## src/rtl/ex_muldiv_unit_if.sv

```systemverilog
// Handshake and data bundle between the EX-stage pipeline glue and the
// iterative multiply/divide unit.
interface ex_muldiv_unit_if #(
    parameter int WIDTH = 32
);
    logic             start;
    logic [2:0]       funct3;
    logic [WIDTH-1:0] op_a;
    logic [WIDTH-1:0] op_b;
    logic             flush;
    logic             busy;
    logic             done;
    logic [WIDTH-1:0] result;
    logic             stall_req;

    // Pipeline side: issues operations and consumes results/stall.
    modport master (
        output start, funct3, op_a, op_b, flush,
        input  busy, done, result, stall_req
    );

    // Unit side.
    modport slave (
        input  start, funct3, op_a, op_b, flush,
        output busy, done, result, stall_req
    );
endinterface

```

## src/rtl/ex_muldiv_unit.sv

```systemverilog
// Iterative RV32M multiply/divide unit for the EX stage.
// Radix-2 shift-add multiply and restoring divide on operand magnitudes,
// one bit per cycle; signs are fixed up on the final iteration. Divide by
// zero and signed overflow skip the iterations and finish the next cycle.
module ex_muldiv_unit #(
    parameter int WIDTH = 32
) (
    input  logic             clk,
    input  logic             reset,
    ex_muldiv_unit_if.slave  bus
);
    localparam int CW = $clog2(WIDTH);

    typedef enum logic [1:0] {IDLE, MUL, DIV, DONE} state_t;

    state_t             state, state_next;
    logic [1:0]         f3;        // product half / quotient-vs-remainder select
    logic               neg_q;     // product or quotient needs negation
    logic               neg_r;     // remainder takes the dividend sign
    logic [WIDTH-1:0]   mcand;     // multiplicand or divisor magnitude
    logic [2*WIDTH-1:0] acc;       // mul: {hi, multiplier}; div: {rem, quotient}
    logic [CW-1:0]      cnt;
    logic [WIDTH-1:0]   result;

    // Operand decode, only meaningful while IDLE
    logic               a_signed, b_signed, a_neg, b_neg;
    logic [WIDTH-1:0]   a_mag, b_mag;
    logic               div_zero, div_ovf, special;
    logic [WIDTH-1:0]   special_res;

    // Iteration datapath
    logic [WIDTH:0]     mul_sum;
    logic [2*WIDTH-1:0] mul_next;
    logic [WIDTH:0]     div_part, div_diff;
    logic [2*WIDTH-1:0] div_next;
    logic               last;

    // Final-iteration result selection
    logic [2*WIDTH-1:0] prod;
    logic [WIDTH-1:0]   quo_raw, rem_raw, quo, rem;
    logic [WIDTH-1:0]   mul_res, div_res;

    // Operand signedness, magnitudes and early-out divide cases
    always_comb begin
        a_signed = bus.funct3[2] ? ~bus.funct3[0] : (bus.funct3[1:0] != 2'b11);
        b_signed = bus.funct3[2] ? ~bus.funct3[0] : ~bus.funct3[1];
        a_neg    = a_signed & bus.op_a[WIDTH-1];
        b_neg    = b_signed & bus.op_b[WIDTH-1];
        a_mag    = a_neg ? -bus.op_a : bus.op_a;
        b_mag    = b_neg ? -bus.op_b : bus.op_b;
        div_zero = bus.funct3[2] & (bus.op_b == '0);
        div_ovf  = bus.funct3[2] & ~bus.funct3[0]
                 & (bus.op_a == {1'b1, {(WIDTH-1){1'b0}}}) & (bus.op_b == '1);
        special  = div_zero | div_ovf;
        special_res = '0;
        if (div_zero)
            special_res = bus.funct3[1] ? bus.op_a : '1;
        else if (div_ovf)
            special_res = bus.funct3[1] ? '0 : bus.op_a;
    end

    // One multiply step and one restoring-divide step per cycle
    always_comb begin
        mul_sum  = {1'b0, acc[2*WIDTH-1:WIDTH]} + (acc[0] ? {1'b0, mcand} : '0);
        mul_next = {mul_sum, acc[WIDTH-1:1]};
        div_part = acc[2*WIDTH-1:WIDTH-1];
        div_diff = div_part - {1'b0, mcand};
        div_next = div_diff[WIDTH] ? {acc[2*WIDTH-2:0], 1'b0}
                                   : {div_diff[WIDTH-1:0], acc[WIDTH-2:0], 1'b1};
        last     = (cnt == CW'(WIDTH-1));
    end

    // Sign fix-up and result selection for the last iteration
    always_comb begin
        prod    = neg_q ? -mul_next : mul_next;
        mul_res = (f3 == 2'b00) ? prod[WIDTH-1:0] : prod[2*WIDTH-1:WIDTH];
        quo_raw = div_next[WIDTH-1:0];
        rem_raw = div_next[2*WIDTH-1:WIDTH];
        quo     = neg_q ? -quo_raw : quo_raw;
        rem     = neg_r ? -rem_raw : rem_raw;
        div_res = f3[1] ? rem : quo;
    end

    // State register
    always_ff @(posedge clk or posedge reset) begin
        if (reset) state <= IDLE;
        else       state <= state_next;
    end

    // Next state and status outputs; flush always returns to IDLE
    always_comb begin
        state_next = state;
        bus.busy   = (state != IDLE);
        bus.done   = 1'b0;
        case (state)
            IDLE: begin
                if (bus.start && !bus.flush)
                    state_next = special ? DONE : (bus.funct3[2] ? DIV : MUL);
            end
            MUL, DIV: begin
                if (bus.flush)  state_next = IDLE;
                else if (last)  state_next = DONE;
            end
            DONE: begin
                bus.done   = ~bus.flush;
                state_next = IDLE;
            end
            default: state_next = IDLE;
        endcase
    end

    // Operand latch, iteration registers and result register
    always_ff @(posedge clk or posedge reset) begin
        if (reset) begin
            f3     <= '0;
            neg_q  <= 1'b0;
            neg_r  <= 1'b0;
            mcand  <= '0;
            acc    <= '0;
            cnt    <= '0;
            result <= '0;
        end else if (!bus.flush) begin
            case (state)
                IDLE: begin
                    if (bus.start) begin
                        f3    <= bus.funct3[1:0];
                        neg_q <= a_neg ^ b_neg;
                        neg_r <= a_neg;
                        mcand <= b_mag;
                        acc   <= {{WIDTH{1'b0}}, a_mag};
                        cnt   <= '0;
                        if (special) result <= special_res;
                    end
                end
                MUL: begin
                    acc <= mul_next;
                    cnt <= cnt + CW'(1);
                    if (last) result <= mul_res;
                end
                DIV: begin
                    acc <= div_next;
                    cnt <= cnt + CW'(1);
                    if (last) result <= div_res;
                end
                default: ;
            endcase
        end
    end

    assign bus.result    = result;
    assign bus.stall_req = bus.start & ~bus.done;
endmodule

```

## src/flat_wrapper.sv

```systemverilog
// flat-port wrapper written by rule: the top's interface ports become plain ports
module ex_muldiv_unit_flat 
#(
    parameter int WIDTH = 32
)
  (clk, reset, bus_start, bus_funct3, bus_op_a, bus_op_b, bus_flush, bus_busy, bus_done, bus_result, bus_stall_req);
  ex_muldiv_unit_if #(.WIDTH(WIDTH)) bus_i ();
  input  logic clk;
  input  logic reset;
  input wire logic [$bits(bus_i.start)-1:0] bus_start;
  input wire logic [$bits(bus_i.funct3)-1:0] bus_funct3;
  input wire logic [$bits(bus_i.op_a)-1:0] bus_op_a;
  input wire logic [$bits(bus_i.op_b)-1:0] bus_op_b;
  input wire logic [$bits(bus_i.flush)-1:0] bus_flush;
  output wire logic [$bits(bus_i.busy)-1:0] bus_busy;
  output wire logic [$bits(bus_i.done)-1:0] bus_done;
  output wire logic [$bits(bus_i.result)-1:0] bus_result;
  output wire logic [$bits(bus_i.stall_req)-1:0] bus_stall_req;
  assign bus_i.start = bus_start;
  assign bus_i.funct3 = bus_funct3;
  assign bus_i.op_a = bus_op_a;
  assign bus_i.op_b = bus_op_b;
  assign bus_i.flush = bus_flush;
  assign bus_busy = bus_i.busy;
  assign bus_done = bus_i.done;
  assign bus_result = bus_i.result;
  assign bus_stall_req = bus_i.stall_req;
  ex_muldiv_unit #(.WIDTH(WIDTH)) u_core (.clk(clk), .reset(reset), .bus(bus_i));
endmodule
```

## config.mk

```make
export PLATFORM = sky130hd
export DESIGN_NAME = ex_muldiv_unit_flat
export DESIGN_NICKNAME = d
export VERILOG_FILES = /design/src/rtl/ex_muldiv_unit_if.sv /design/src/rtl/ex_muldiv_unit.sv /design/src/flat_wrapper.sv
export SDC_FILE = /design/constraint.sdc
export NUM_CORES = 1
export LEC_CHECK = 0
export ABC_CLOCK_PERIOD_IN_PS = 5750
export CAP_MARGIN = 20
export CELL_PAD_IN_SITES_DETAIL_PLACEMENT = 2
export CELL_PAD_IN_SITES_GLOBAL_PLACEMENT = 2
export CORE_ASPECT_RATIO = 1.5
export CORE_MARGIN = 10
export CORE_UTILIZATION = 32
export DETAILED_ROUTE_END_ITERATION = 8
export PLACE_DENSITY = 0.89
export SLEW_MARGIN = 20
export SYNTH_ARGS = -nofsm -noshare
export SYNTH_HDL_FRONTEND = slang
export SYNTH_SLANG_ARGS = --single-unit
```

## constraint.sdc

```tcl
create_clock -name clk -period 5.75 [get_ports clk]
set_input_delay 0.575 -clock clk [delete_from_list [all_inputs] [get_ports clk]]
set_output_delay 0.575 -clock clk [all_outputs]
set_load 0.05 [all_outputs]
```

==> flow_metrics.env, run 1 <==
export IMPL_status="finished, violations left"
export IMPL_violations="negative setup slack"
export IMPL_portBuffers=105
export IMPL_synth_area_leader_cell="dfrtp_1"
export IMPL_grt_pass1_wl_mm=146
export IMPL_grt_util_met1=0.325
export IMPL_timing_fmax_mhz=162
export IMPL_grt_pass1_vias=22300
export IMPL_drtIter0Drc=1967
export IMPL_fin_nets=2532
export IMPL_via_per_inst=6.77
export IMPL_synth_edf_count=0
export IMPL_tightest_slew_ns=1.10
export IMPL_power_density_nw_per_um2=664
export IMPL_slowest_stage="o41ai_2"
export IMPL_h_tree_depth=4
export IMPL_ys_seq_elements=139
export IMPL_final_cell_mix="nand2_1, nor2_1, o21ai_0"
export IMPL_layout_commonest_cell="nand2_1"
export IMPL_place_congestion=0.995
export IMPL_ir_worst_vdd_mv=0.273
export IMPL_clockBufferDepth=2
export IMPL_yosysUniqueCellTypes=89
export IMPL_synth_ff_type="dfrtp_1"
export IMPL_grtUsageMet2=0.523
export IMPL_track_usage=0.310
export IMPL_seq_area_frac_synth=0.210
export IMPL_p_leak_nw=7.78
export IMPL_drtPass1Iterations=6
export IMPL_cts_buffers=17
export IMPL_antenna_found_initial=1
export IMPL_hold_violations=0
export IMPL_die_area_um2=61300
export IMPL_overflow=0
export IMPL_path_cells="inv_1, ha_1, fa_1, nand2b_2, a211oi_4, o21ai_1, o311a_1, a31oi_1, buf_4, xor2_4, buf_4, buf_6, mux2i_4, o211ai_1, or2_1, o41ai_2, xor2_1, o311ai_1"
export IMPL_drc=0
export IMPL_grt_met3_usage=0.0597
export IMPL_hp_class="primary input to async pin"
export IMPL_rows=102
export IMPL_postSynthAreaPerCell_um2=7.08
export IMPL_start_kind="flop"
export IMPL_regArea_um2=3480
export IMPL_clock_sinks=139
export IMPL_fin_crit_sh=1.07
export IMPL_worst_path_buf_inv=4
export IMPL_async_reset_ff_frac=1.00
export IMPL_cts_hold_buffers=0
export IMPL_area_delta_synth_final_pct=16.9
export IMPL_yosys_warnings=0
export IMPL_reg2reg_slack_ns=-0.43
export IMPL_wl_mm=103
export IMPL_synth_area_um2=16500
export IMPL_finalSetupViolCount=7
export IMPL_r2r_cells=18
export IMPL_maxSlewHeadroom=0.261
export IMPL_p_total_mw=12.8
export IMPL_arrival_ns=6.55
export IMPL_top_usage_layer="met2"
export IMPL_dp_hpwl_mm=72.3
export IMPL_die_w_um=206
export IMPL_ctsRootBufferMaster="clkbuf_16"
export IMPL_reg2reg_from="u_core.acc[31]"
export IMPL_drv_slew=0
export IMPL_num_vias=20800
export IMPL_min_period_ns=6.18
export IMPL_multi_input_area_um2=12300
export IMPL_utilization=0.376
export IMPL_synth_fp_nets=2485
export IMPL_crit_type="flop to flop"
export IMPL_syn_inst=2335
export IMPL_dpl_cell_area_um2=18500
export IMPL_critPathMaxFanout=44
export IMPL_cts_tree="done"
export IMPL_max_stage_delay_ns=0.90
export IMPL_clk_pin_slew_ns=0.07
export IMPL_grt_setup_unrepaired="true"
export IMPL_required_ns=6.12
export IMPL_cap_violations=0
export IMPL_synth_area_leaders="dfrtp_1, nand2_1, o21ai_0, xnor2_1, ha_1"
export IMPL_core_area_um2=51400
export IMPL_cpMostUsedCell="buf_4"
export IMPL_final_layout_size_suffix_gt1_frac=0.0856
export IMPL_grt_start_max_net_pins=97
export IMPL_ant_nets=0
export IMPL_final_cell_area_um2=19300
export IMPL_fin_skew_ns=0.0166
export IMPL_stdcell_count=3072
export IMPL_yosys_area_top_type_share=0.210
export IMPL_initial_core_util=0.321
export IMPL_io_pin_count=106
export IMPL_cp_top_family="compound AO/OA/AOI/OAI gates"
export IMPL_r2r_end="u_core.bus.result[31]"
export IMPL_tns_ns=-0.920
export IMPL_clk_latency_ns=0.48
export IMPL_wl_per_cell_um=33.6
export IMPL_dp_cells=3033
export IMPL_setup_ws_ns=-0.428
export IMPL_endpoint_kind="flop"
export IMPL_die_h_um=298
export IMPL_nFillCells=5950
## synthesized netlist by cell type (all sizes together), types with 17 or more instances
cell type / n
nor3: 55
o41ai: 17
a21oi: 186
o211ai: 31
xor2: 70
nand4: 33
or3: 29
a221oi: 40
nor4: 22
a22oi: 24
xnor2: 115
a211oi: 22
nand2: 322
a21o: 21
inv: 73
o21ai: 223
dfrtp: 139
o31ai: 66
nor2: 237
a31oi: 33
nand2b: 22
mux2i: 18
clkbuf: 160
and3: 20
buf: 18
ha: 77
nand3: 39
## worst reg2reg max path, delay by kind of cell (launching register included)
kind                       cells  cell delay [ns]
AOI/OAI and AO/OA              7             2.54
buffers and inverters          4             0.85
adders and majority gates      2             0.70
and+or+nand+nor                2             0.66
xor gates and xnor gates       2             0.52
muxes                          1             0.44
DFF                            1             0.38
## metal layers
layer	vias to the layer above	routed length [um]
met5	-	0
met4	0	10200
met3	542	8130
met2	1270	49200
met1	10400	35700
li1	8601	-
## sequential cells by signal, indices dropped and copies added (netlist names)
name	flops
u_core.acc	64
u_core.bus.result	32
u_core.mcand	32
u_core.cnt	5
u_core.f3	2
u_core.state	2
u_core.neg_q	1
u_core.neg_r	1
## cells by family after synthesis
kind of cell | synth area share
AO/OA/AOI/OAI | 0.311
flip-flops | 0.210
adder cells (fa/ha/maj) | 0.0607
multiplexers | 0.0184
buffers and inverters | 0.0586
XOR/XNOR | 0.0985
AND/OR/NAND/NOR | 0.242
## worst max-delay path by stage
stage | cells after the start | endpoint | from
after floorplan | 25 | u_core.bus.result[24] | u_core.acc[31]
after global placement | 23 | u_core.bus.result[28] | u_core.acc[31]
after detailed placement | 23 | u_core.bus.result[28] | u_core.acc[31]
after CTS | 21 | u_core.bus.result[28] | u_core.acc[31]
after global routing | 18 | u_core.bus.result[31] | u_core.acc[31]
final | 18 | u_core.bus.result[31] | u_core.acc[31]
## through the flow
stage,worst slack (ns),hold slack (ns)
final,-0.428,0.444
after detailed placement,-0.230,0.470
after floorplan,0.0162,0.445
after CTS,0.000739,0.487
after global routing,-0.627,0.494
after global placement,0.152,0.461
## repair_timing
item	CTS	global route
endpoints found under the setup margin	10	15
buffers inserted	1	4
pin swaps	0	5
gates resized for setup	7	29
## report_power, final
| group | total [mW] | switching, mW | internal [mW] |
|---|---|---|---|
| registers | 2.02 | 0.655 | 1.36 |
| logic | 9.66 | 6.73 | 2.93 |
| clock network | 1.15 | 0.572 | 0.574 |
| total | 12.8 | 7.96 | 4.87 |
## cell type report
type                            instances  area share
Multi-Input combinational cell       1945       0.637
Sequential cell                       139       0.180
Clock buffer                           19      0.0229
Antenna cell                            1    0.000130
Tap cell                              676      0.0438
Inverter                               73      0.0146
Clock inverter                         13     0.00557
Timing Repair Buffer                  206      0.0959
Note: power is estimated with default switching activity, not from simulation.
==> run 2, diff against run 1 <==
- CAP_MARGIN: 20 -> unset
==> results of run 2 <==
Final layout, timing and power as in run 1 (identical DEF).
